--- src/rtl/mna_response_flit_parser.sv ---
// Turns header/tail NoC response flits into AXI4-Lite R or B channel beats.
// Optional malformed-flit counter: define MNA_RSP_ERR_CNT_EN to build it.
module mna_response_flit_parser #(
    parameter logic [2:0] LOCAL_VC = 3'd0
) (
    input  logic        clk,
    input  logic        rst_n,
    input  logic [33:0] flit_in,
    input  logic        flit_valid,
    output logic        flit_ready,
    output logic [31:0] rdata,
    output logic [1:0]  rresp,
    output logic        rvalid,
    input  logic        rready,
    output logic [1:0]  bresp,
    output logic        bvalid,
    input  logic        bready,
    output logic [3:0]  src_addr,
    output logic [7:0]  err_cnt
);
    typedef enum logic [1:0] {IDLE, WAIT_TAIL, SEND_R, SEND_B} state_t;

    state_t      state_q, state_d;
    logic        rvalid_q, rvalid_d;
    logic        bvalid_q, bvalid_d;
    logic [31:0] rdata_q, rdata_d;
    logic [1:0]  bresp_q, bresp_d;
    logic [3:0]  src_addr_q, src_addr_d;
    logic        is_read_q, is_read_d;

    logic fire, is_hdr, is_tail, vc_ok;

    assign flit_ready = (state_q == IDLE) || (state_q == WAIT_TAIL);
    assign fire       = flit_valid && flit_ready;
    assign is_hdr     = (flit_in[33:32] == 2'b10);
    assign is_tail    = (flit_in[33:32] == 2'b01);
    assign vc_ok      = (flit_in[31:29] == LOCAL_VC);

    always_comb begin
        state_d    = state_q;
        rvalid_d   = rvalid_q;
        bvalid_d   = bvalid_q;
        rdata_d    = rdata_q;
        bresp_d    = bresp_q;
        src_addr_d = src_addr_q;
        is_read_d  = is_read_q;
        case (state_q)
            IDLE: begin
                if (fire && is_hdr && vc_ok) begin
                    src_addr_d = flit_in[28:25];
                    is_read_d  = flit_in[0];
                    state_d    = WAIT_TAIL;
                end
            end
            WAIT_TAIL: begin
                if (fire && is_tail) begin
                    if (is_read_q) begin
                        rdata_d  = flit_in[31:0];
                        rvalid_d = 1'b1;
                        state_d  = SEND_R;
                    end else begin
                        bresp_d  = flit_in[1:0];
                        bvalid_d = 1'b1;
                        state_d  = SEND_B;
                    end
                end else if (fire && is_hdr) begin
                    // A new header restarts the packet; a foreign VC abandons it.
                    if (vc_ok) begin
                        src_addr_d = flit_in[28:25];
                        is_read_d  = flit_in[0];
                    end else begin
                        state_d = IDLE;
                    end
                end
            end
            SEND_R: begin
                if (rready) begin
                    rvalid_d = 1'b0;
                    state_d  = IDLE;
                end
            end
            SEND_B: begin
                if (bready) begin
                    bvalid_d = 1'b0;
                    state_d  = IDLE;
                end
            end
            default: state_d = IDLE;
        endcase
    end

    always_ff @(posedge clk or negedge rst_n) begin
        if (!rst_n) begin
            state_q    <= IDLE;
            rvalid_q   <= 1'b0;
            bvalid_q   <= 1'b0;
            rdata_q    <= 32'h0;
            bresp_q    <= 2'b00;
            src_addr_q <= 4'h0;
            is_read_q  <= 1'b0;
        end else begin
            state_q    <= state_d;
            rvalid_q   <= rvalid_d;
            bvalid_q   <= bvalid_d;
            rdata_q    <= rdata_d;
            bresp_q    <= bresp_d;
            src_addr_q <= src_addr_d;
            is_read_q  <= is_read_d;
        end
    end

    assign rvalid   = rvalid_q;
    assign bvalid   = bvalid_q;
    assign rdata    = rdata_q;
    assign rresp    = 2'b00;
    assign bresp    = bresp_q;
    assign src_addr = src_addr_q;

`ifdef MNA_RSP_ERR_CNT_EN
    logic [1:0] err_inc;
    logic [8:0] err_sum;
    logic [7:0] err_cnt_q, err_cnt_d;

    // A foreign-VC header in WAIT_TAIL is two events: lost packet plus bad VC.
    always_comb begin
        err_inc = 2'd0;
        if (fire) begin
            if (state_q == IDLE) begin
                err_inc = (is_hdr && vc_ok) ? 2'd0 : 2'd1;
            end else if (is_hdr) begin
                err_inc = vc_ok ? 2'd1 : 2'd2;
            end else if (!is_tail) begin
                err_inc = 2'd1;
            end
        end
        err_sum   = {1'b0, err_cnt_q} + {7'b0, err_inc};
        err_cnt_d = err_sum[8] ? 8'hFF : err_sum[7:0];
    end

    always_ff @(posedge clk or negedge rst_n) begin
        if (!rst_n) begin
            err_cnt_q <= 8'h00;
        end else begin
            err_cnt_q <= err_cnt_d;
        end
    end

    assign err_cnt = err_cnt_q;
`else
    assign err_cnt = 8'h00;
`endif
endmodule

--- config.mk ---
export PLATFORM = sky130hd
export DESIGN_NAME = mna_response_flit_parser
export DESIGN_NICKNAME = d
export VERILOG_FILES = /design/src/rtl/mna_response_flit_parser.sv
export SDC_FILE = /design/constraint.sdc
export NUM_CORES = 1
export LEC_CHECK = 0
export CORE_MARGIN = 2
export CORE_UTILIZATION = 25
export CTS_BUF_LIST = sky130_fd_sc_hd__clkbuf_8
export DETAILED_ROUTE_END_ITERATION = 7
export HOLD_SLACK_MARGIN = 0.1
export SLEW_MARGIN = 10
export SYNTH_ARGS = -nofsm -noshare
export SYNTH_HDL_FRONTEND = slang
export SYNTH_SLANG_ARGS = --single-unit
--- constraint.sdc ---
create_clock -name clk -period 1.85 [get_ports clk]
set_clock_uncertainty 0.05 [all_clocks]
set_input_delay 0.555 -clock clk [delete_from_list [all_inputs] [get_ports clk]]
set_output_delay 0.555 -clock clk [all_outputs]
set_load 0.02 [all_outputs]
# After elaboration in Yosys (flattened, before gate mapping)
# Cells that the tools add are included.
[word_totals]
reg_bits = 43
input_bits = 39
out_inout_bits = 51
wordCells = 66
[op_classes]
n_eq_ne = 16
n_mux = 26
n_bitwise = 1
n_reduce_logical = 16
[op_table]
columns = ["cell", "n"]
rows = [
  ["4-bit 2-to-1 mux", 4],
  ["2-bit 2-to-1 mux", 6],
  ["2-bit != test (second input constant)", 6],
  ["1-bit 2-to-1 mux", 11],
  ["5-bit AND reduction", 2],
  ["2-bit one-hot mux with 4 select lines", 1],
  ["4-bit one-hot mux with 2 select lines", 1],
  ["4-bit AND reduction", 2],
  ["2-bit == test (second input constant)", 3],
  ["2-bit by 1-bit != test with 1-bit output (second input constant)", 3],
  ["1-bit one-hot mux with 2 select lines", 3],
  ["3-bit AND reduction", 2],
  ["2-bit nonzero test", 3],
  ["2-bit by 1-bit == test with 1-bit output (second input constant)", 2],
  ["1-bit logical AND", 4],
  ["3-bit logical NOT", 1],
  ["3-bit by 1-bit != test with 1-bit output (second input constant)", 1],
  ["3-bit by 2-bit != test with 1-bit output (second input constant)", 1],
  ["2-bit logical NOT", 1],
  ["1-bit logical OR", 1],
  ["1-bit inverter", 1],
]

# Longest topological paths before layout
# Gate-level depths: netlist of the first run.
[depth]
ltp_word = 7
depth_mapped = 4
ltp_nobuf = 3

# Worst setup path before layout of the first run
# No wires, ideal clock.
[synth_path]
path_kind = "input -> register"
startpoint = "in flit_in[33]"
endpoint = "reg rdata_q[0], in the netlist rdata[0]"
setup_time_ns = 0.125
t_arrival_ns = 1.573
required_ns = 1.675
path_slack_ns = 0.102
stages = 4
n_path_buf = 1
path_cell_list = "nand4b_2 nor3_4 buf_6 mux2_2"
[synth_via]
elab_chain_cells = 3
[synth_rtl]
columns = ["element", "line", "source"]
rows = [
  ["from (decl)", "8", "input logic [33:0] flit_in,"],
  ["2-bit by 1-bit == test with 1-bit output", "36", "assign is_tail = (flit_in[33:32] == 2'b01);"],
  ["1-bit logical AND", "56", "if (fire && is_tail) begin"],
  ["3-bit AND reduction (no source line)", "-", ""],
  ["to (signal assigned)", "105", "rdata_q <= rdata_d;"],
  ["to (decl)", "26", "logic [31:0] rdata_q, rdata_d;"],
]
# Every way passes these cells.
# A chain may end at the register's enable or synchronous reset.

# Final worst setup path of the first run
[layout_path]
startpoint = "in flit_in[33]"
endpoint = "reg rdata_q[20], in the netlist rdata[20]"
# The elaborated chain is that of the path after synthesis.

==> summary.md, run 1 <==
| Metric | Value |
|---|---|
| Worst-path clk slew | `80 ps` |
| TritonCTS clock tree | `built` |
| Overall power | `2.57 mW` |
| Setup ws final | `43.5 ps` |
| Fin. Hold Viols | `0` |
| Post-synthesis compound-gate area fraction | `1.76%` |
| Kind of critical path | `input port to flip-flop` |
| Dpl ws | `-421 ps` |
| GRT Total Usage | `10.8%` |
| Placer Congestion | `0.677` |
| Pwr/cell area | `905 nW/um2` |
| Synth Instances | `116` |
| First-pass GRT wire length | `6240 um` |
| FP Rows | `30` |
| Post-Syn Area | `1780 um2` |
| Io pins | `90` |
| Post-synthesis simple-gate area fraction | `5.42%` |
| Inst Count DP | `293` |
| Leak | `1.49 nW` |
| Syn avg cell area | `15.3 um2` |
| Worst VDD drop | `357 uV` |
| Vias/cell | `4.04` |
| Clk sink count | `43` |
| Core box area | `6830 um2` |
| Largest net degree at the start of global routing | `29` |
| N_diodes | `0` |
| Layout cells sized above 1 | `30.1%` |
| Ys Warns | `0` |
| Multi-input combinational cell area | `632 um2` |
| Max Slew Vio Count | `0` |
| CTS root buf | `clkbuf_8` |
| Post-synthesis cell type count | `20` |
| Hold_buf cts | `0` |
| CP max stage cell | `bufbuf_16` |
| Die area | `7800 um2` |
| RR Startpoint | `state_q[0]` |
| Vias in the first global route | `1242` |
| Grt ovf | `0` |
| Fill count | `694` |
| Hold WC Path Type | `input port to async pin` |
| Die H | `88.3 um` |
| # Max-Cap Violations | `0` |
| Initial antenna violation count | `0` |
| Vias | `1232` |
| IO Port Bufs | `79` |
| Final #Nets | `247` |
| Critical R2R Capture | `rdata[20]` |
| Max Fclk | `554 MHz` |
| Die Wd | `88.3 um` |
| Critical path launch point | `flit_in[33]` |
| DRT Pass-1 Iters | `4` |
| Total Wirelength | `4060 um` |
| Most common cell after layout, fill and taps aside | `dlygate4sd2_1` |
| H-tree depth | `2` |
| CP endpoint kind | `flip-flop` |
| Critical Path Max Stage Delay | `340 ps` |
| Crit start category | `input port` |
| Final non-filler cell total | `305` |
| Worst Path Required | `1980 ps` |
| Routed Antenna Nets | `0` |
| Multiplexer share of the synthesized area | `25.3%` |
| Post-synthesis register bit count | `43` |
| Adder-Cell Fraction of Synth Area | `0%` |
| Largest family of logic cells by synthesized area | `multiplexers` |
| Final Setup Violations | `0` |
| Clock latency on the worst-skew pair | `290 ps` |
| Status | `finished clean` |
| FF/Latch Area | `1080 um2` |
| Post-DP HPWL | `2850 um` |
| WL/cell | `13.3 um` |
| Clock tree buffer depth | `2` |
| Initial Util | `26.0%` |
| Worst path arrival time | `1940 ps` |
| Worst Setup EP | `rdata[20]` |
| Xor/xnor share of the synthesized area | `0%` |
| 1st-iter DRT viols | `24` |
| Crit-path cells | `dlygate4sd2_1 > nand4b_4 > nor3_4 > bufbuf_16 > mux2_2` |
| RSZ-0062 raised after global routing | `false` |
| Most frequent cells in the layout | `dlygate4sd2_1, dfrtp_1, mux2_2, clkdlybuf4s50_1, conb_1` |
| DRC violations left | `0` |
| Worst Reg-to-Reg Cells | `4` |
| Final Cycle Share | `97.6%` |
| Num CTS Buffers | `5` |
| Worst R2R Setup Slack | `120 ps` |
| Min Tclk post-route | `1810 ps` |
| Syn-to-layout area delta | `59.7%` |
| CP max FO | `14` |
| Post-synthesis sequential area ratio | `60.5%` |
sequential cells by signal (all words and copies together), names as in the netlist:
signal	count
is_read_q	1
rvalid	1
rdata	32
state_q	2
bvalid	1
bresp	2
src_addr	4
power by group:
group / internal [mW] / total, mW / switching [mW]
combinational: 0.321 / 0.658 / 0.337
clock: 0.437 / 0.762 / 0.325
sequential: 1.08 / 1.15 / 0.0673
total: 1.84 / 2.57 / 0.729
how the worst min path moves through the flow:
stage	start	to	depth (start not counted)	slack [ps]
global placement	rvalid	rvalid	1	410
floorplan	rst_n	bresp[0]	0	210
finish	rst_n	rdata[12]	1	120
global route	rst_n	rdata[19]	1	140
CTS	rst_n	rdata[19]	1	130
detailed placement	rvalid	rvalid	1	420
layout make-up:
| class | count | area share [%] |
|---|---|---|
| flip-flops and latches | 43 | 37.9 |
| multi-input cells | 66 | 22.2 |
| repair buffers | 90 | 31.2 |
| well taps | 96 | 4.23 |
| inverters | 2 | 0.264 |
| clock inverters | 2 | 1.23 |
| clock buffers | 6 | 2.91 |
logic make-up after synthesis:
logic type | count (synthesis)
other | 1
flip-flops | 43
buffers and inverters | 16
multiplexers | 40
AO/OA/AOI/OAI | 4
AND/OR/NAND/NOR | 12
stage by stage:
step / cell area (um2) / setup TNS [ps] / util, % / hold slack (ps)
2_1_floorplan: 1810 / 0 / - / 209
3_3_place_gp: 2680 / -14020 / 39.2 / 413
3_5_place_dp: 2680 / -14400 / 39.2 / 417
4_1_cts: 2840 / 0 / 41.6 / 127
5_1_grt: 2840 / 0 / 41.6 / 138
6_report: 2840 / 0 / 41.6 / 124
worst max-delay path: cells and delay by family:
family        cells  cell delay, ps
buf+inv           2             590
mux               1             330
simple gates      2             450
repair_timing:
| item | 4_1_cts | 5_1_grt |
|---|---|---|
| gates resized for setup | 53 | 0 |
| endpoints found under the setup margin | 75 | 0 |
| setup buffers | 2 | 0 |
Yosys cell counts, drive strengths merged:
| master | count | area [um2] |
|---|---|---|
| a21o | 1 | 7.51 |
| buf | 14 | 114 |
| conb | 1 | 3.75 |
| dfrtp | 43 | 1080 |
| inv | 2 | 7.51 |
| mux2 | 39 | 439 |
| mux2i | 1 | 10.0 |
| nand2 | 2 | 7.51 |
| nand3 | 1 | 5.00 |
| nand3b | 2 | 15.0 |
| nand4b | 1 | 15.0 |
| nor2 | 1 | 3.75 |
| nor3 | 3 | 37.5 |
| o2111a | 1 | 11.3 |
| o21a | 1 | 7.51 |
| o21ai | 1 | 5.00 |
| or3 | 2 | 12.5 |
routing by layer:
metal	global-route usage (%)	vias up	part of all wire, %
met5	0	-	0
met4	3.72	0	0.99
met3	3.64	7	6.7
met2	17.7	45	50
met1	13.3	614	42
li1	-	566	-
No activity file was read; power rests on OpenSTA's default activity.
==> inputs of run 2 (changes only) <==
PLACE_DENSITY = 0.59   (was unset)
==> run 2 against run 1 <==
Fmax rose by 1.5%. Power fell by 8.5%. Sequential power barely moved. Sequential cell count did not move. Clock-buffer cell count fell by 1. Critical path depth rose by 1. Hold slack improved by 30 ps. Sequential share of layout area rose by 0.35 points. First-iteration DRC count fell by 33%. Routed wire length rose by 0.54%. Highest routed layer unchanged.
==> summary.md, run 2 (synthesis results as in run 1) <==
| Metric | Value |
|---|---|
| DRC violations left | `0 (unchanged)` |
| 1st-iter DRT viols | `16 (was 24)` |
| Pwr/cell area | `836 nW/um2 (was 905 nW/um2)` |
| Status | `finished clean (unchanged)` |
| Total Wirelength | `4080 um (was 4060 um)` |
| Die Wd | `88.3 um (unchanged)` |
| Vias/cell | `4.07 (was 4.04)` |
| Max Fclk | `562 MHz (was 554 MHz)` |
| Worst Reg-to-Reg Cells | `5 (was 4)` |
| CP endpoint kind | `flip-flop (unchanged)` |
| Worst-path clk slew | `80 ps (about the same)` |
| FP Rows | `30 (unchanged)` |
| Final #Nets | `249 (was 247)` |
| Post-DP HPWL | `2810 um (was 2850 um)` |
| Overall power | `2.35 mW (was 2.57 mW)` |
| Clock tree buffer depth | `2 (unchanged)` |
| WL/cell | `13.4 um (was 13.3 um)` |
| Grt ovf | `0 (unchanged)` |
| IO Port Bufs | `79 (unchanged)` |
| Final Cycle Share | `96.2% (was 97.6%)` |
| Num CTS Buffers | `5 (unchanged)` |
| Leak | `1.51 nW (was 1.49 nW)` |
| Max Slew Vio Count | `0 (unchanged)` |
| Most common cell after layout, fill and taps aside | `dlygate4sd2_1 (unchanged)` |
| Hold_buf cts | `0 (unchanged)` |
| Io pins | `90 (unchanged)` |
| Seq pwr share | `49.0% (was 44.8%)` |
| Worst path arrival time | `1910 ps (was 1940 ps)` |
| Worst R2R Setup Slack | `130 ps (was 120 ps)` |
| # Max-Cap Violations | `0 (unchanged)` |
| Largest net degree at the start of global routing | `27 (was 29)` |
| N_diodes | `0 (unchanged)` |
| DRT Pass-1 Iters | `3 (was 4)` |
| Initial Util | `26.0% (unchanged)` |
| Design area | `2810 um2 (was 2840 um2)` |
| Layout cells sized above 1 | `29.7% (was 30.1%)` |
| Crit start category | `input port (unchanged)` |
| First-pass GRT wire length | `6360 um (was 6240 um)` |
| CTS root buf | `clkbuf_8 (unchanged)` |
| Final Setup Violations | `0 (unchanged)` |
| Post-DP Area | `2680 um2 (unchanged)` |
| Critical R2R Capture | `rdata[20] (unchanged)` |
| Routed Antenna Nets | `0 (unchanged)` |
| TritonCTS clock tree | `built (unchanged)` |
| Kind of critical path | `input port to flip-flop (unchanged)` |
| Most frequent cells in the layout | `dlygate4sd2_1, dfrtp_1, mux2_2, clkdlybuf4s50_1, conb_1 (unchanged)` |
| Clk sink count | `43 (unchanged)` |
| CP max FO | `6 (was 14)` |
| Combinational power share | `28.0% (was 25.6%)` |
| Pint | `1.65 mW (was 1.84 mW)` |
| Worst VDD drop | `437 uV (was 357 uV)` |
| Fin. Hold Viols | `0 (unchanged)` |
| H-tree depth | `2 (unchanged)` |
| Syn-to-layout area delta | `58.3% (was 59.7%)` |
| Psw | `0.701 mW (was 0.729 mW)` |
| RSZ-0062 raised after global routing | `false (unchanged)` |
| Die area | `7800 um2 (unchanged)` |
| Switching share of power | `29.8% (was 28.4%)` |
| GRT Total Usage | `11.2% (was 10.8%)` |
| Clock group share of total power | `23.0% (was 29.6%)` |
| Die H | `88.3 um (unchanged)` |
| Clock latency on the worst-skew pair | `290 ps (about the same)` |
| Vias | `1241 (was 1232)` |
| Hold WC Path Type | `input port to async pin (unchanged)` |
| RR Startpoint | `state_q[0] (unchanged)` |
| Post-layout util | `41.2% (was 41.6%)` |
| Initial antenna violation count | `0 (unchanged)` |
| Placer Congestion | `0.648 (was 0.677)` |
| Worst Path Required | `1980 ps (about the same)` |
| Min Tclk post-route | `1780 ps (was 1810 ps)` |
| Vias in the first global route | `1209 (was 1242)` |
| Max reg flops | `32 (unchanged)` |
| Core box area | `6830 um2 (unchanged)` |
## run 2: area by class of cell
cell class / count / area, um2
Fill cell: 678 / 4020
Sequential cell: 43 / 1080
Timing Repair Buffer: 92 / 910
Multi-Input combinational cell: 66 / 628
Tap cell: 96 / 120
Clock buffer: 5 / 68.8
Inverter: 2 / 7.51
Clock inverter: 1 / 3.75
## run 2: worst max path at each step
stage                     cells past startpoint         from           to  slack, ps
after CTS                                     1    rdata[10]    rdata[10]          2
after global routing                          6  flit_in[33]    rdata[28]         20
after global placement                        4  flit_in[29]  src_addr[1]       -440
after detailed placement                      4  flit_in[29]  src_addr[3]       -410
final                                         6  flit_in[33]    rdata[20]         70
after floorplan                               4  flit_in[33]     rdata[0]        100
## run 2: critical path, cell delays in order
cell and delay (ps):
dlygate4sd2_1 250, nand4b_4 190, nor3_4 240, buf_6 170, buf_4 160, mux2_2 330
## run 2: timing repair
item	in CTS	in global routing
endpoints found under the setup margin	73	2
buffers inserted	4	0
cloned	2	0
pin swaps	3	0
gates resized for setup	50	2
## run 2: metal layers
metal | GRT usage [%] | share of wire (%) | wire length (um)
met1 | 13.1 | 39 | 1610
met2 | 17.1 | 48 | 1970
met3 | 5.32 | 9.6 | 390
met4 | 5.65 | 2.9 | 117
met5 | 0 | 0 | 0
## run 2: power by group through the flow
stage | Sequential (mW) | Clock, mW | Combinational, mW
after floorplan | 1.35 | 0 | 0.185
after global placement | 1.18 | 0 | 0.758
after detailed placement | 1.18 | 0 | 0.762
after CTS | 1.16 | 0.574 | 0.671
after global routing | 1.17 | 0.620 | 0.705
final | 1.15 | 0.541 | 0.659
## run 2: stage by stage
step	hold WS (ps)	worst slack [ps]	TNS (ps)	instances
after detailed placement	418	-410	-14540	293
final	154	70.2	0	305
after CTS	161	1.99	0	305
after global placement	411	-436	-13770	293
after global routing	168	22.7	0	305
after floorplan	209	102	0	125
